File: src/rtl/ro_freq_counter_if.sv
`default_nettype none
// ============================================================================
//  Module      : ro_freq_counter_if
//  Description : Control/readout bundle between the tile control logic and
//                the ring-oscillator frequency counter.
//  Revision    : 1.0  initial release
// ============================================================================
interface ro_freq_counter_if #(
    parameter int GATE_W = 16,
    parameter int CNT_W  = 16
);
    logic              start;
    logic [GATE_W-1:0] gate_len;
    logic              busy;
    logic              done;
    logic [CNT_W-1:0]  count;
    logic              overflow;

    // Control/readout side: issues requests, reads back results
    modport master (
        output start, gate_len,
        input  busy, done, count, overflow
    );

    // Counter side
    modport slave (
        input  start, gate_len,
        output busy, done, count, overflow
    );
endinterface
`default_nettype wire

File: src/rtl/ro_freq_counter.sv
`default_nettype none
// ============================================================================
//  Module      : ro_freq_counter
//  Description : Enables a ring oscillator, lets it settle, then counts its
//                rising edges over a programmable window of clk cycles.
//                Result (count, overflow) is held until the next accepted
//                start. Valid for f_ro < f_clk/2.
//  Revision    : 1.0  initial release
// ============================================================================
module ro_freq_counter #(
    parameter int GATE_W      = 16,
    parameter int CNT_W       = 16,
    parameter int SETTLE      = 8,
    parameter int SYNC_STAGES = 2
) (
    input  wire logic             clk,
    input  wire logic             rst_n,      // active-high, synchronous
    input  wire logic             ro_out,     // asynchronous to clk
    output logic                  ro_activate,
    ro_freq_counter_if.slave      bus
);

    localparam int SET_W = $clog2(SETTLE + 1);

    localparam logic [1:0] c_IDLE   = 2'd0;
    localparam logic [1:0] c_WARMUP = 2'd1;
    localparam logic [1:0] c_GATE   = 2'd2;
    localparam logic [1:0] c_DONE   = 2'd3;

    localparam logic [SET_W-1:0] c_SETTLE_LOAD = SET_W'(SETTLE - 1);

    logic [1:0]             r_state;
    logic [1:0]             w_state_nxt;

    logic [SYNC_STAGES-1:0] r_sync;
    logic                   r_delay;
    logic                   w_edge;

    logic [SET_W-1:0]       r_settle_cnt;
    logic [GATE_W-1:0]      r_gate_cnt;
    logic [GATE_W-1:0]      r_gate_len;
    logic [CNT_W-1:0]       r_count;
    logic                   r_overflow;

    logic                   w_accept;
    logic                   w_active_nxt;
    logic                   w_done_nxt;
    logic                   r_ro_activate;
    logic                   r_busy;
    logic                   r_done;

    // Synchroniser chain plus edge-detect delay flop; free-running in all states
    always_ff @(posedge clk) begin
        if (rst_n) begin
            r_sync  <= '0;
            r_delay <= 1'b0;
        end else begin
            r_sync  <= {r_sync[SYNC_STAGES-2:0], ro_out};
            r_delay <= r_sync[SYNC_STAGES-1];
        end
    end

    assign w_edge   = r_sync[SYNC_STAGES-1] & ~r_delay;
    assign w_accept = (r_state == c_IDLE) && bus.start;

    // State register
    always_ff @(posedge clk) begin
        if (rst_n) begin
            r_state <= c_IDLE;
        end else begin
            r_state <= w_state_nxt;
        end
    end

    // Next-state logic; start is only looked at in IDLE so it is never queued
    always_comb begin
        w_state_nxt = r_state;
        case (r_state)
            c_IDLE: begin
                if (bus.start) begin
                    w_state_nxt = (bus.gate_len != '0) ? c_WARMUP : c_DONE;
                end
            end
            c_WARMUP: begin
                if (r_settle_cnt == '0) begin
                    w_state_nxt = c_GATE;
                end
            end
            c_GATE: begin
                if (r_gate_cnt == '0) begin
                    w_state_nxt = c_DONE;
                end
            end
            default: begin
                w_state_nxt = c_IDLE;
            end
        endcase
    end

    // Output decode from the next state so the outputs can be flopped
    // without adding a cycle of latency
    always_comb begin
        w_active_nxt = (w_state_nxt == c_WARMUP) || (w_state_nxt == c_GATE);
        w_done_nxt   = (w_state_nxt == c_DONE);
    end

    // Registered outputs keep ro_activate glitch-free towards the oscillator
    always_ff @(posedge clk) begin
        if (rst_n) begin
            r_ro_activate <= 1'b0;
            r_busy        <= 1'b0;
            r_done        <= 1'b0;
        end else begin
            r_ro_activate <= w_active_nxt;
            r_busy        <= w_active_nxt;
            r_done        <= w_done_nxt;
        end
    end

    // Settle/gate down-counters and latched window length
    always_ff @(posedge clk) begin
        if (rst_n) begin
            r_settle_cnt <= '0;
            r_gate_cnt   <= '0;
            r_gate_len   <= '0;
        end else begin
            if (w_accept && (bus.gate_len != '0)) begin
                r_gate_len   <= bus.gate_len;
                r_settle_cnt <= c_SETTLE_LOAD;
            end else if (r_state == c_WARMUP) begin
                if (r_settle_cnt == '0) begin
                    r_gate_cnt <= r_gate_len - GATE_W'(1);
                end else begin
                    r_settle_cnt <= r_settle_cnt - SET_W'(1);
                end
            end else if ((r_state == c_GATE) && (r_gate_cnt != '0)) begin
                r_gate_cnt <= r_gate_cnt - GATE_W'(1);
            end
        end
    end

    // Edge counter: cleared on an accepted start, saturating, updated only in GATE
    always_ff @(posedge clk) begin
        if (rst_n) begin
            r_count    <= '0;
            r_overflow <= 1'b0;
        end else if (w_accept) begin
            r_count    <= '0;
            r_overflow <= 1'b0;
        end else if ((r_state == c_GATE) && w_edge) begin
            if (&r_count) begin
                r_overflow <= 1'b1;
            end else begin
                r_count <= r_count + CNT_W'(1);
            end
        end
    end

    assign ro_activate  = r_ro_activate;
    assign bus.busy     = r_busy;
    assign bus.done     = r_done;
    assign bus.count    = r_count;
    assign bus.overflow = r_overflow;

endmodule
`default_nettype wire

File: src/flat_wrapper.sv
// flat-port wrapper written by rule: the top's interface ports become plain ports
module ro_freq_counter_flat 
#(
    parameter int GATE_W      = 16,
    parameter int CNT_W       = 16,
    parameter int SETTLE      = 8,
    parameter int SYNC_STAGES = 2
)
  (clk, rst_n, ro_out, ro_activate, bus_start, bus_gate_len, bus_busy, bus_done, bus_count, bus_overflow);
  ro_freq_counter_if #(.GATE_W(GATE_W), .CNT_W(CNT_W)) bus_i ();
  input  wire logic clk;
  input  wire logic rst_n;
  input  wire logic ro_out;
  output logic ro_activate;
  input wire logic [$bits(bus_i.start)-1:0] bus_start;
  input wire logic [$bits(bus_i.gate_len)-1:0] bus_gate_len;
  output wire logic [$bits(bus_i.busy)-1:0] bus_busy;
  output wire logic [$bits(bus_i.done)-1:0] bus_done;
  output wire logic [$bits(bus_i.count)-1:0] bus_count;
  output wire logic [$bits(bus_i.overflow)-1:0] bus_overflow;
  assign bus_i.start = bus_start;
  assign bus_i.gate_len = bus_gate_len;
  assign bus_busy = bus_i.busy;
  assign bus_done = bus_i.done;
  assign bus_count = bus_i.count;
  assign bus_overflow = bus_i.overflow;
  ro_freq_counter #(.GATE_W(GATE_W), .CNT_W(CNT_W), .SETTLE(SETTLE), .SYNC_STAGES(SYNC_STAGES)) u_core (.clk(clk), .rst_n(rst_n), .ro_out(ro_out), .ro_activate(ro_activate), .bus(bus_i));
endmodule
File: config.mk
export PLATFORM = sky130hd
export DESIGN_NAME = ro_freq_counter_flat
export DESIGN_NICKNAME = d
export VERILOG_FILES = /design/src/rtl/ro_freq_counter_if.sv /design/src/rtl/ro_freq_counter.sv /design/src/flat_wrapper.sv
export SDC_FILE = /design/constraint.sdc
export NUM_CORES = 1
export LEC_CHECK = 0
export ABC_AREA = 0
export CAP_MARGIN = 20
export CORE_MARGIN = 1
export CORE_UTILIZATION = 53
export CTS_CLUSTER_SIZE = 40
export DETAILED_ROUTE_END_ITERATION = 7
export PLACE_DENSITY = 0.79
export RECOVER_POWER = 50
export SKIP_CTS_REPAIR_TIMING = 1
export SYNTH_ARGS = -nofsm -noshare
export SYNTH_HDL_FRONTEND = slang
export SYNTH_SLANG_ARGS = --single-unit
File: constraint.sdc
create_clock -name clk -period 3.4 [get_ports clk]
set_input_delay 0.68 -clock clk [delete_from_list [all_inputs] [get_ports clk]]
set_output_delay 0.68 -clock clk [all_outputs]
set_load 0.03 [all_outputs]
==> run_results.csv <==
group,metric,value,unit
status,status,"finished, violations left",
status,failed_checks,"capacitance limit, slew limit",
worst_setup_path,crit_chain,"nor2b_2, mux2i_1, ha_1, o211ai_2, or3_1, or3_1, a31oi_1, a311oi_1",
worst_setup_path,path_class,"reg2reg",
global_routing,first_global_vias,2457,
timing,setup_slack,527,ps
logic_synthesis,yosysUniqueCellTypes,54,
logic_synthesis,synth_ff_type,"dfxtp_1",
placed_design,place.gp.congestion,0.821,
routing,vias,2826,
placed_design,port_buffers,39,
logic_synthesis,ys_warn_count,0,
clock_tree,clkTransAtPathRegs,60,ps
min_path,min_path_type,"reg2reg",
routing,via_per_inst,5.92,
worst_setup_path,critPathMaxStageDelay,540,ps
clock_tree,cts_buffer_depth,2,
worst_setup_path,endpoint,"u_core.r_gate_cnt[10]",
routing,drtPass1Iterations,4,
routing,post_drt_wl_per_cell,14.6,µm
finish,antenna_cells,0,
timing,fmax,0.348,GHz
clock_tree,clkSinkCount,60,
timing,finalClockSkew,5.87,ps
logic_synthesis,synth_seq_cells,60,
worst_setup_path,critical_path.max_fanout,9,
global_routing,grt_pass1_wl,11.5,mm
flow_run,maxCapViolCount,1,
clock_tree,clk_latency,340,ps
finish,syn_to_final_growth,20.2,%
placed_design,dp_slack,631,ps
finish,layout-drive-gt1-share,5.93,%
die,io_pins,40,
worst_setup_path,r2r_setup_slack,530,ps
logic_synthesis,yosysSeqAreaShare,39.4,%
logic_synthesis,synth_area,3050,µm²
timing,final.period_utilization,84.5,%
worst_setup_path,timing.rr.end,"u_core.r_gate_cnt[10]",
clock_tree,clock-root-buffer,"clkbuf_8",
timing,worst_slew_pin_slew,1750,ps
logic_synthesis,synthCells,365,
timing,setup_viol,0,
die,initial_core_util,55.1,%
min_path,hp-start,"u_core.r_sync[0]",
worst_setup_path,critPathCaptureType,"flop",
finish,layout.nets,426,
pwr,vdd_ir_drop_max,0.538,mV
clock_tree,h-tree-depth,3,
worst_setup_path,r2r_cells,8,
timing,final.min_clock_period,2870,ps
logic_synthesis,syn_nets,389,
global_routing,grt_max_degree,41,
die,coreArea,5540,µm²
global_routing,grt_overflow,0,
worst_setup_path,worstPathArrival,3020,ps
timing,finalSetupTns,0,ps
timing,hold_violations,0,
die,die_area,6060,µm²
clock_tree,cts_made_buffers,9,
pwr,finalPower,2.90,mW
routing,drc,0,
logic_synthesis,synth_edf_count,0,
pwr,p_leak,1.44,nW
routing,first_iter_violations,223,
worst_setup_path,crit_path_start_kind,"flop",
placed_design,dp_hpwl,4.77,mm
die,row_count,27,
timing,final_max_slew_viol_count,41,
timing,slew_headroom,-16.5,%
worst_setup_path,slowest_stage,"or3_1",
global_routing,antenna_found_initial,0,
routing,ant_nets,0,
die,die_h,77.9,µm
routing,wl,6.94,mm
global_routing,grt_use_total,24.4,%
worst_setup_path,rr_startpoint,"u_core.r_state[0]",
die,die_width,77.9,µm
worst_setup_path,required,3540,ps
worst_setup_path,crit_top_cell,"or3_1",
clock_tree,tritoncts,"yes",
timing,rsz0062_at_grt,"false",
logic_synthesis,synth-async-reset-ratio,0,%
worst_setup_path,crit_path_start,"u_core.r_state[0]",
pwr,power.density,791,nW/µm²
logic_synthesis,syn_area_per_cell,8.36,µm²
## worst min-delay path by stage
stage | endpoint | slack [ps] | cells past startpoint
after floorplan | u_core.r_sync[1] | 410 | 1
after global placement | u_core.r_sync[1] | 430 | 1
after detailed placement | u_core.r_sync[1] | 430 | 1
after CTS | u_core.r_sync[1] | 450 | 1
after global routing | u_core.r_sync[1] | 460 | 1
final | u_core.r_sync[1] | 450 | 1
## synth_stat cells, types with 2 or more instances
library cell	count	share of area [%]
nand2b_1	3	0.62
nand2_1	25	3.1
nor2_1	56	6.9
o21ai_0	14	2.3
mux2i_1	25	8.2
a211oi_1	4	0.98
a31oi_1	8	1.6
ha_1	4	1.6
a2bb2oi_1	4	1.1
and3_1	3	0.62
buf_2	4	0.66
o22ai_1	2	0.41
a22oi_1	3	0.74
xnor2_1	8	2.3
a21oi_1	23	3.8
xor2_1	8	2.3
nand4_1	6	1.2
nor3b_1	2	0.49
o2111ai_1	4	1.1
nor4_1	7	1.4
or4_1	2	0.49
nor2b_1	8	1.6
nor3_1	15	2.5
or3_1	11	2.3
inv_1	10	1.2
buf_4	2	0.49
nand3_1	6	0.98
nand3b_1	3	0.74
clkbuf_1	11	1.4
dfxtp_1	60	39
## area by class of cell
cell class / instances / area (µm²)
timing repair buffer: 44 / 424
clock buffer: 12 / 155
multi-input combinational: 277 / 1720
sequential: 60 / 1200
inverter: 10 / 37.5
fill: 454 / 1870
tap: 72 / 90.1
clock inverter: 2 / 35.0
## state kept, by name, indices dropped and copies added, names as in the netlist
signal	cells
u_core.r_delay	1
u_core.r_sync	2
u_core.bus.overflow	1
u_core.r_gate_len	16
u_core.ro_activate	1
u_core.r_state	2
u_core.bus.count	16
u_core.r_gate_cnt	16
u_core.bus.done	1
u_core.r_settle_cnt	4
## cell usage in the layout (no fill, tap or decap), types with 10 or more instances in the layout
master	count
o21ai_0	14
dlygate4sd3_1	19
nand2_1	25
mux2i_1	25
clkbuf_8	11
dfxtp_1	60
nor3_1	15
or3_1	11
inv_1	10
clkdlybuf4s50_1	20
nor2_1	56
a21oi_1	23
## per-layer routing
layer | part of all wire [%] | track usage (%)
met1 | 47 | 32.3
met2 | 46 | 36.5
met3 | 5.2 | 6.12
met4 | 2.0 | 12.1
met5 | 0 | 0
## critical path, delay by kind of cell (launching register included)
kind	cells	cell delay [ps]
multiplexers	1	400
AND/OR/NAND/NOR	3	1110
adder cells (fa/ha/maj)	1	270
flip-flops	1	450
AO/OA/AOI/OAI	3	430
## per-stage QoR
step / hold slack [ps] / cell area, µm² / utilization [%] / instances
5_1_grt: 462 / 3670 / 66.2 / 477
3_3_place_gp: 433 / 3480 / 62.8 / 463
2_1_floorplan: 414 / 3050 / - / 365
3_5_place_dp: 433 / 3480 / 62.8 / 463
6_report: 453 / 3670 / 66.2 / 477
4_1_cts: 453 / 3670 / 66.3 / 477
## where the power goes
| part | leakage, nW | internal (mW) | switching, mW |
|---|---|---|---|
| logic | 0.852 | 0.549 | 0.768 |
| registers | 0.490 | 0.829 | 0.120 |
| clock network | 0.0983 | 0.369 | 0.266 |
| total | 1.44 | 1.75 | 1.15 |
## kinds of logic after synthesis
family,synth area share [%]
AO/OA/AOI/OAI,16.5
XOR/XNOR,4.59
adder cells (fa/ha/maj),1.64
buffers and inverters,4.10
flip-flops,39.4
multiplexers,8.20
AND/OR/NAND/NOR,25.6
Power figures use the tool's default switching activity.
==> edit: new RTL, same flow settings <==
Remove the register `r_ro_activate`: a continuous assignment takes its place, so the output `ro_activate` follows one clock earlier.
--- a/src/rtl/ro_freq_counter.sv
+++ b/src/rtl/ro_freq_counter.sv
@@ -107,15 +107,15 @@
     // Registered outputs keep ro_activate glitch-free towards the oscillator
     always_ff @(posedge clk) begin
         if (rst_n) begin
-            r_ro_activate <= 1'b0;
             r_busy        <= 1'b0;
             r_done        <= 1'b0;
         end else begin
-            r_ro_activate <= w_active_nxt;
             r_busy        <= w_active_nxt;
             r_done        <= w_done_nxt;
         end
     end
+
+    assign r_ro_activate = w_active_nxt;
 
     // Settle/gate down-counters and latched window length
     always_ff @(posedge clk) begin
Formal check against the unedited RTL: not equivalent (Yosys sat finds a counterexample within 4 cycles, from zero or initial values and one cycle with rst_n high).
==> edit against the original RTL <==
  * Total power shrank 0.30%
  * Final cell count increased by 1.3%
  * Sequential cell count unchanged
  * Area after synthesis is 0.25% lower
  * Combinational power up 5%
  * Critical path depth is 1 higher
  * Critical path type is now in -> out
  * Worst setup slack worse by 390 ps
  * Final area up 0.55%
  * Routed wire length is 2.8% higher
==> edit: results (changes against the original RTL) <==
| Metric | Value |
|---|---|
| Number of diodes | 0 (unchanged) |
| DRT iter0 DRCs | 249 (+12%) |
| Setup WS pre-CTS | 163 ps (-468 ps) |
| VDD IR max | 523 uV (-2.9%) |
| WP data arrival | 2580 ps (-440 ps) |
| Cells taking the most area after synthesis | dfxtp_1 39%, mux2i_1 8.2%, nor2_1 6.9%, a21oi_1 3.8%, nand2_1 3.1% |
| Skew-Pair Late Insertion Delay | 340 ps (about the same) |
| Vias per Instance | 5.88 (-0.75%) |
| Largest net degree at the start of global routing | 25 (-39%) |
| Aggregate routed wire length | 7.14 mm (+2.8%) |
| Lkg Pwr | 0.00144 uW (+0.18%) |
| CP max FO | 3 (-6) |
| Worst path top cell family by delay | buffers and inverters |
| Post-DP HPWL | 4.99 mm (+4.5%) |
| Worst stage delay on the critical path | 430 ps (-110 ps) |
| Master of the slowest instance on the critical path | clkdlybuf4s50_1 |
| Final-stage net count | 431 (+1.2%) |
| Clock Skew | 8.02 ps (+2.16 ps) |
| GP Congestion | 0.815 (-0.83%) |
| Outcome | finished, final reports clean |
| Total track usage | 25.9% (+1.5 points) |
| Yosys Warn Count | 0 (unchanged) |
| Share of cells above drive strength 1 | 7.54% (+1.6 points) |
| Unique masters post-synth | 54 (unchanged) |
| First-pass GRT wire length | 12.4 mm (+8.2%) |
| Syn Nets | 388 (-0.26%) |
| Placed cell areas | 0.00352 sq mm (+1.0%) |
| Post-synthesis sequential area ratio | 39.5% (+0.097 points) |
| Relative slew slack | 37.3% (+54 points) |
edit: cell count changes in the layout (fill, tap and decap cells not counted), sizes merged:
cell           delta
dlygate4sd3       -4
clkdlybuf4s50     +3
bufinv            -1
clkinv            +1
clkbuf            +2
buf               +5
edit: kinds of logic after synthesis:
group / share of synthesized area [%]
xor+xnor: 4.61
flops: 39.5
buf+inv: 3.87
compound gates: 16.5
mux: 8.22
simple gates: 25.7
fa+ha+maj: 1.64
edit: worst paths after layout:
path | startpoint | to | slack [ps] | cells after the start
worst min register to register | u_core.r_sync[0] | u_core.r_sync[1] | 460 | 1
worst max-delay path | bus_gate_len[1] | ro_activate | 140 | 9
worst min-delay path | u_core.r_sync[0] | u_core.r_sync[1] | 460 | 1
worst max register to register | u_core.r_state[0] | u_core.r_gate_cnt[10] | 470 | 8
edit: per-layer routing:
layer / wire length (um) / track usage (%) / vias up / part of all wire (%)
li1: - / - / 1392 / -
met1: 3170 / 32.2 / 1344 / 44
met2: 3380 / 42.1 / 85 / 47
met3: 402 / 6.47 / 19 / 5.6
met4: 182 / 11.5 / 0 / 2.6
met5: 0 / 0 / - / 0
edit: area by class of cell:
class | count | area (sq um)
Fill cell | 456 | 1820
Multi-Input combinational cell | 277 | 1730
Sequential cell | 60 | 1200
Timing Repair Buffer | 49 | 455
Clock buffer | 13 | 159
Tap cell | 72 | 90.1
Inverter | 10 | 37.5
Clock inverter | 2 | 10.0
edit: where the power goes:
part,leakage (uW),internal (uW),switching [uW]
logic,0.000863,574,807
registers,0.000490,829,121
clock network,0.0000893,298,265
total,0.00144,1700,1190
edit: per-stage QoR:
stage / instances / hold WS, ps / power, uW
finish: 483 / 462 / 2890
global route: 483 / 486 / 3100
CTS: 483 / 465 / 2890
detailed placement: 468 / 438 / 2320
global placement: 468 / 451 / 2270
floorplan: 364 / 414 / 2010
